`src/rtl/param_reg_file.sv`:
```
// Parametrised register file: DATA_W x 2**ADDR_W entries, one write port, NUM_RD
// combinational read ports, per-entry busy scoreboard and live busy count.
// Optional feature macro: PRF_BYPASS_EN (write-to-read forwarding in the same cycle).
module param_reg_file #(
  parameter int unsigned DATA_W   = 32,
  parameter int unsigned ADDR_W   = 5,
  parameter int unsigned NUM_RD   = 2,
  parameter int unsigned ZERO_REG = 1
) (
  input  logic                     clk,
  input  logic                     reset_n,
  input  logic                     we,
  input  logic [ADDR_W-1:0]        waddr,
  input  logic [DATA_W-1:0]        wdata,
  input  logic [NUM_RD*ADDR_W-1:0] raddr,
  output logic [NUM_RD*DATA_W-1:0] rdata,
  output logic [NUM_RD-1:0]        rbusy,
  input  logic                     busy_set,
  input  logic [ADDR_W-1:0]        busy_addr,
  output logic [ADDR_W:0]          busy_cnt
);

  localparam int unsigned DEPTH = 2 ** ADDR_W;
  localparam int unsigned CNT_W = ADDR_W + 1;

  logic [DATA_W-1:0] mem [DEPTH];
  logic [DEPTH-1:0]  busy;
  logic [DEPTH-1:0]  busy_nxt;
  logic              wr_ok;
  logic              set_ok;
  logic              cnt_inc;
  logic              cnt_dec;

  // Entry 0 is hardwired to zero when ZERO_REG is set: writes and busy marks are dropped.
  assign wr_ok  = we && !((ZERO_REG != 0) && (waddr == '0));
  assign set_ok = busy_set && !((ZERO_REG != 0) && (busy_addr == '0));

  // A busy mark on the same edge as the retiring write wins: the new load is still pending.
  always_comb begin
    busy_nxt = busy;
    if (wr_ok)  busy_nxt[waddr]     = 1'b0;
    if (set_ok) busy_nxt[busy_addr] = 1'b1;
  end

  assign cnt_inc = set_ok && !busy[busy_addr];
  assign cnt_dec = wr_ok && busy[waddr] && !(set_ok && (busy_addr == waddr));

  always_ff @(posedge clk or negedge reset_n) begin
    if (!reset_n) begin
      for (int i = 0; i < DEPTH; i++) mem[i] <= '0;
    end else if (wr_ok) begin
      mem[waddr] <= wdata;
    end
  end

  always_ff @(posedge clk or negedge reset_n) begin
    if (!reset_n) begin
      busy     <= '0;
      busy_cnt <= '0;
    end else begin
      busy     <= busy_nxt;
      busy_cnt <= busy_cnt + CNT_W'(cnt_inc) - CNT_W'(cnt_dec);
    end
  end

  for (genvar k = 0; k < NUM_RD; k++) begin : g_rd
    logic [ADDR_W-1:0] ra;
    logic              is_zero;
    logic              fwd;

    assign ra      = raddr[k*ADDR_W +: ADDR_W];
    assign is_zero = (ZERO_REG != 0) && (ra == '0);
`ifdef PRF_BYPASS_EN
    assign fwd     = wr_ok && (waddr == ra);
`else
    assign fwd     = 1'b0;
`endif

    assign rdata[k*DATA_W +: DATA_W] = is_zero ? '0 : (fwd ? wdata : mem[ra]);
    assign rbusy[k] = is_zero ? 1'b0 : (fwd ? (set_ok && (busy_addr == ra)) : busy[ra]);
  end

endmodule

```
`config.mk`:
```
export PLATFORM = sky130hd
export DESIGN_NAME = param_reg_file
export DESIGN_NICKNAME = d
export VERILOG_FILES = /design/src/rtl/param_reg_file.sv
export SDC_FILE = /design/constraint.sdc
export NUM_CORES = 2
export LEC_CHECK = 0
export CORE_MARGIN = 3
export CORE_UTILIZATION = 26
export CTS_BUF_LIST = sky130_fd_sc_hd__clkbuf_8
export DETAILED_ROUTE_END_ITERATION = 7
export GPL_TIMING_DRIVEN = 0
export MAX_ROUTING_LAYER = met4
export PLACE_DENSITY = 0.48
export SYNTH_ARGS = -nofsm -noshare
export SYNTH_HDL_FRONTEND = slang
export SYNTH_SLANG_ARGS = --single-unit
export TNS_END_PERCENT = 100
```
`constraint.sdc`:
```
create_clock -name clk -period 6.1 [get_ports clk]
set_clock_uncertainty 0.15 [all_clocks]
set_input_delay 0.915 -clock clk [delete_from_list [all_inputs] [get_ports clk]]
set_output_delay 0.915 -clock clk [all_outputs]
set_load 0.005 [all_outputs]
```
==> impl_metrics.csv <==
group,metric,value,unit
setup_path,worst-path-max-fanout,10,
setup_path,cp_slowest_cell,"a2111oi_1",
floorplanning,fp.dieH,478,um
global_route,grt_max_degree,163,
setup_path,crit_required,5030,ps
placed_design,post-dp-hpwl,168000,um
setup_path,r2r_start,"busy[18]",
cells_and_area,layout_common_cells,"dfrtp_1 (1062), mux2_2 (966), mux4_2 (492)",
power,internal_power,15.1,mW
floorplanning,dieArea,228000,sq um
setup_path,rr_endpoint,"busy_cnt[4]",
cells_and_area,final_nets,4160,
power,total_power,21.6,mW
timing,setup_viol,1,
placed_design,place.port_buffers,116,
route,via_per_inst,5.18,
power,sequentialPowerShare,43.8,%
timing,slew_viol_final,0,
power,p_per_area,322,nW/um^2
cells_and_area,area_growth,15.8,%
status,status,"finished, violations left",
cells_and_area,final_common_cell,"dfrtp_1",
setup_path,cp-end-kind,"primary output",
setup_path,cp.depth,7,
floorplanning,core,220000,sq um
floorplanning,die_w,478,um
setup_path,worst-r2r-cell-count,11,
min_path,hp-class,"register to register",
route,drc_errors,0,
power,p_clk_share,33.0,%
synthesis,ys_seq_area_share,46.0,%
route,ant_nets,0,
power,switching_share,30.1,%
setup_path,cp.arrival,5070,ps
floorplanning,start_util,26.2,%
setup_path,worstSetupPathType,"primary input to primary output",
setup_path,cp_common_cell,"clkbuf_1",
synthesis,synth_cells,3781,
synthesis,ys_types,64,
clocking,cts_sinks,1062,
setup_path,worstSetupStartpointType,"primary input",
timing,layout_setup_ws,-35.2,ps
route,drt_iter0_markers,3168,
synthesis,synthTopCellsByArea,"dfrtp_1 (46%), mux4_2 (19%), mux2_2 (19%)",
placed_design,dp_slack,-109,ps
power,p_leak,28.4,nW
global_route,grt_pass1_wl,315000,um
flow_run,max_cap_violations,0,
synthesis,synthArstFlopShare,100,%
synthesis,synth_edf_count,0,
clocking,tritoncts,"done",
route,routedWlPerCell,31.2,um
floorplanning,ioPinCount,128,
synthesis,yosys.area.top_type,"dfrtp_1",
synthesis,synth-seq-cells,1062,
timing,fmax,163,MHz
route,routed_wl,225000,um
setup_path,worst-path-buf-inv,4,
synthesis,netlist.area_leader.share,46.0,%
placed_design,place.gp.congestion,0.924,
power,switching_power,6.50,mW
synthesis,syn_nets,3844,
timing,relSlewSlack,7.92,%
global_route,grt_usage,20.1,%
setup_path,crit_path_max_incr_delay,1090,ps
timing,fin_crit_sh,101,%
timing,period_minus_slack,6140,ps
clocking,clock_latency,940,ps
setup_path,cp-startpoint,"raddr[8]",
power,ir_drop,0.251,mV
timing,rsz0062_at_grt,"false",
setup_path,crit_end,"rdata[53]",
floorplanning,placementRows,172,
timing,finalHoldViolCount,0,
global_route,gr-total-overflow,0,
synthesis,synth_ff_type,"dfrtp_1",
setup_path,crit_chain,"buf_2, or2_1, clkbuf_1, clkbuf_1, a211oi_1, a2111oi_1, clkdlybuf4s50_1",
synthesis,syn-cell-area,57800,sq um
status,violations,"setup timing",
cells_and_area,drive_gt1_share,48.0,%
route,dr.pass1.iters,5,
clocking,htree_levels,4,
timing,tightest_slew,1380,ps
route,vias,37400,
power,p_comb_share,23.3,%
synthesis,avgSynthCellArea,15.3,sq um
global_route,grt_pass1_vias,39100,
clocking,clockBufferDepth,3,
clocking,cts-root-buf,"clkbuf_8",
global_route,antenna_found_initial,19,
setup_path,reg2reg_slack,2460,ps
clocking,cts_made_buffers,188,
setup_path,critPathTopFamily,"buffers and inverters",
synthesis,yosys_warnings,0,
clocking,clk_pin_slew,60,ps
-- layout make-up --
type | count | area (sq um)
antenna | 11 | 27.5
clock buffer | 244 | 3360
sequential | 1062 | 26600
tap | 2958 | 3700
inverter | 6 | 22.5
buffer | 438 | 2470
timing repair buffer | 126 | 1400
clock inverter | 96 | 628
fill | 22100 | 153000
multi-input combinational | 2275 | 28800
-- cell usage after synthesis (6+ instances only) --
cell type,n
buf_2,150
clkbuf_1,183
and3_1,35
a211oi_1,33
inv_1,6
a22o_1,12
dfrtp_1,1062
mux2_2,966
mux4_1,25
buf_1,6
buf_4,40
mux2i_1,171
mux2_1,51
mux4_2,492
o21ai_0,24
buf_12,8
nor2_1,12
nand2_1,163
o2111a_1,33
xnor2_1,6
ha_1,6
a2111oi_2,19
o2111ai_1,8
buf_6,42
o211ai_1,26
a22oi_1,52
a2111oi_1,12
nor2b_1,41
a21oi_1,11
-- worst min path at each step --
stage                          from         to  depth (start not counted)
final                      mem[992]   mem[992]                          1
after global routing      mem[1008]  mem[1008]                          1
after CTS                  busy_set   busy[12]                          3
after detailed placement   mem[992]   mem[992]                          1
after global placement    mem[1023]  mem[1023]                          1
after floorplan           mem[1023]  mem[1023]                          1
-- state kept, by name (all words and copies together), names as in the netlist --
signal / count
busy: 32
busy_cnt: 6
mem: 1024
-- routing by layer --
metal  track usage (%)  wire, um  vias to the layer above
li1                  -         -                    15300
met1              25.6     96400                    20400
met2              32.0    108000                     1241
met3              2.81     10200                      390
met4              8.72     10700                        0
met5                 -         0                        -
-- power by group through the flow --
stage | logic (mW) | clock network, mW | registers [mW]
after floorplan | 3.42 | 0 | 9.13
after detailed placement | 4.99 | 0 | 9.51
after global placement | 4.90 | 0 | 9.50
final | 5.01 | 7.11 | 9.43
after CTS | 5.02 | 7.31 | 9.39
after global routing | 5.32 | 7.60 | 9.60
-- through the flow --
stage          instance area (sq um)  setup TNS (ps)  util, %  hold slack (ps)  instances
2_1_floorplan                  57800               0        -              272       3781
3_3_place_gp                   62700               -     28.4              292       6855
3_5_place_dp                   62900            -152     28.6              290       6864
4_1_cts                        66900               0     30.4              256       7205
5_1_grt                        67000               0     30.4              318       7210
6_report                       67000           -35.2     30.4              300       7216
-- worst register-to-register path: stages, from the launching register on --
cell	delay, ps
dfrtp_1	430
mux4_2	520
and3b_1	190
or4_1	490
o22a_1	270
ha_1	330
inv_1	40
ha_1	200
fa_1	440
a21o_1	210
a21oi_1	170
xnor2_1	130
-- kinds of logic after synthesis --
kind of cell / share of synthesized area, %
DFF: 46.0
buffers and inverters: 4.30
and+or+nand+nor: 2.67
adders and majority gates: 0.164
AOI/OAI and AO/OA: 3.71
muxes: 43.1
xor gates and xnor gates: 0.136
-- repair_timing --
item                                    4_1_cts  5_1_grt
buffers inserted                              0        0
gates resized for setup                       2        2
endpoints found under the setup margin        2        2
hold buffers                                  1        0
hold endpoints to repair                     72        0
Note: power is estimated with default switching activity, not from simulation.
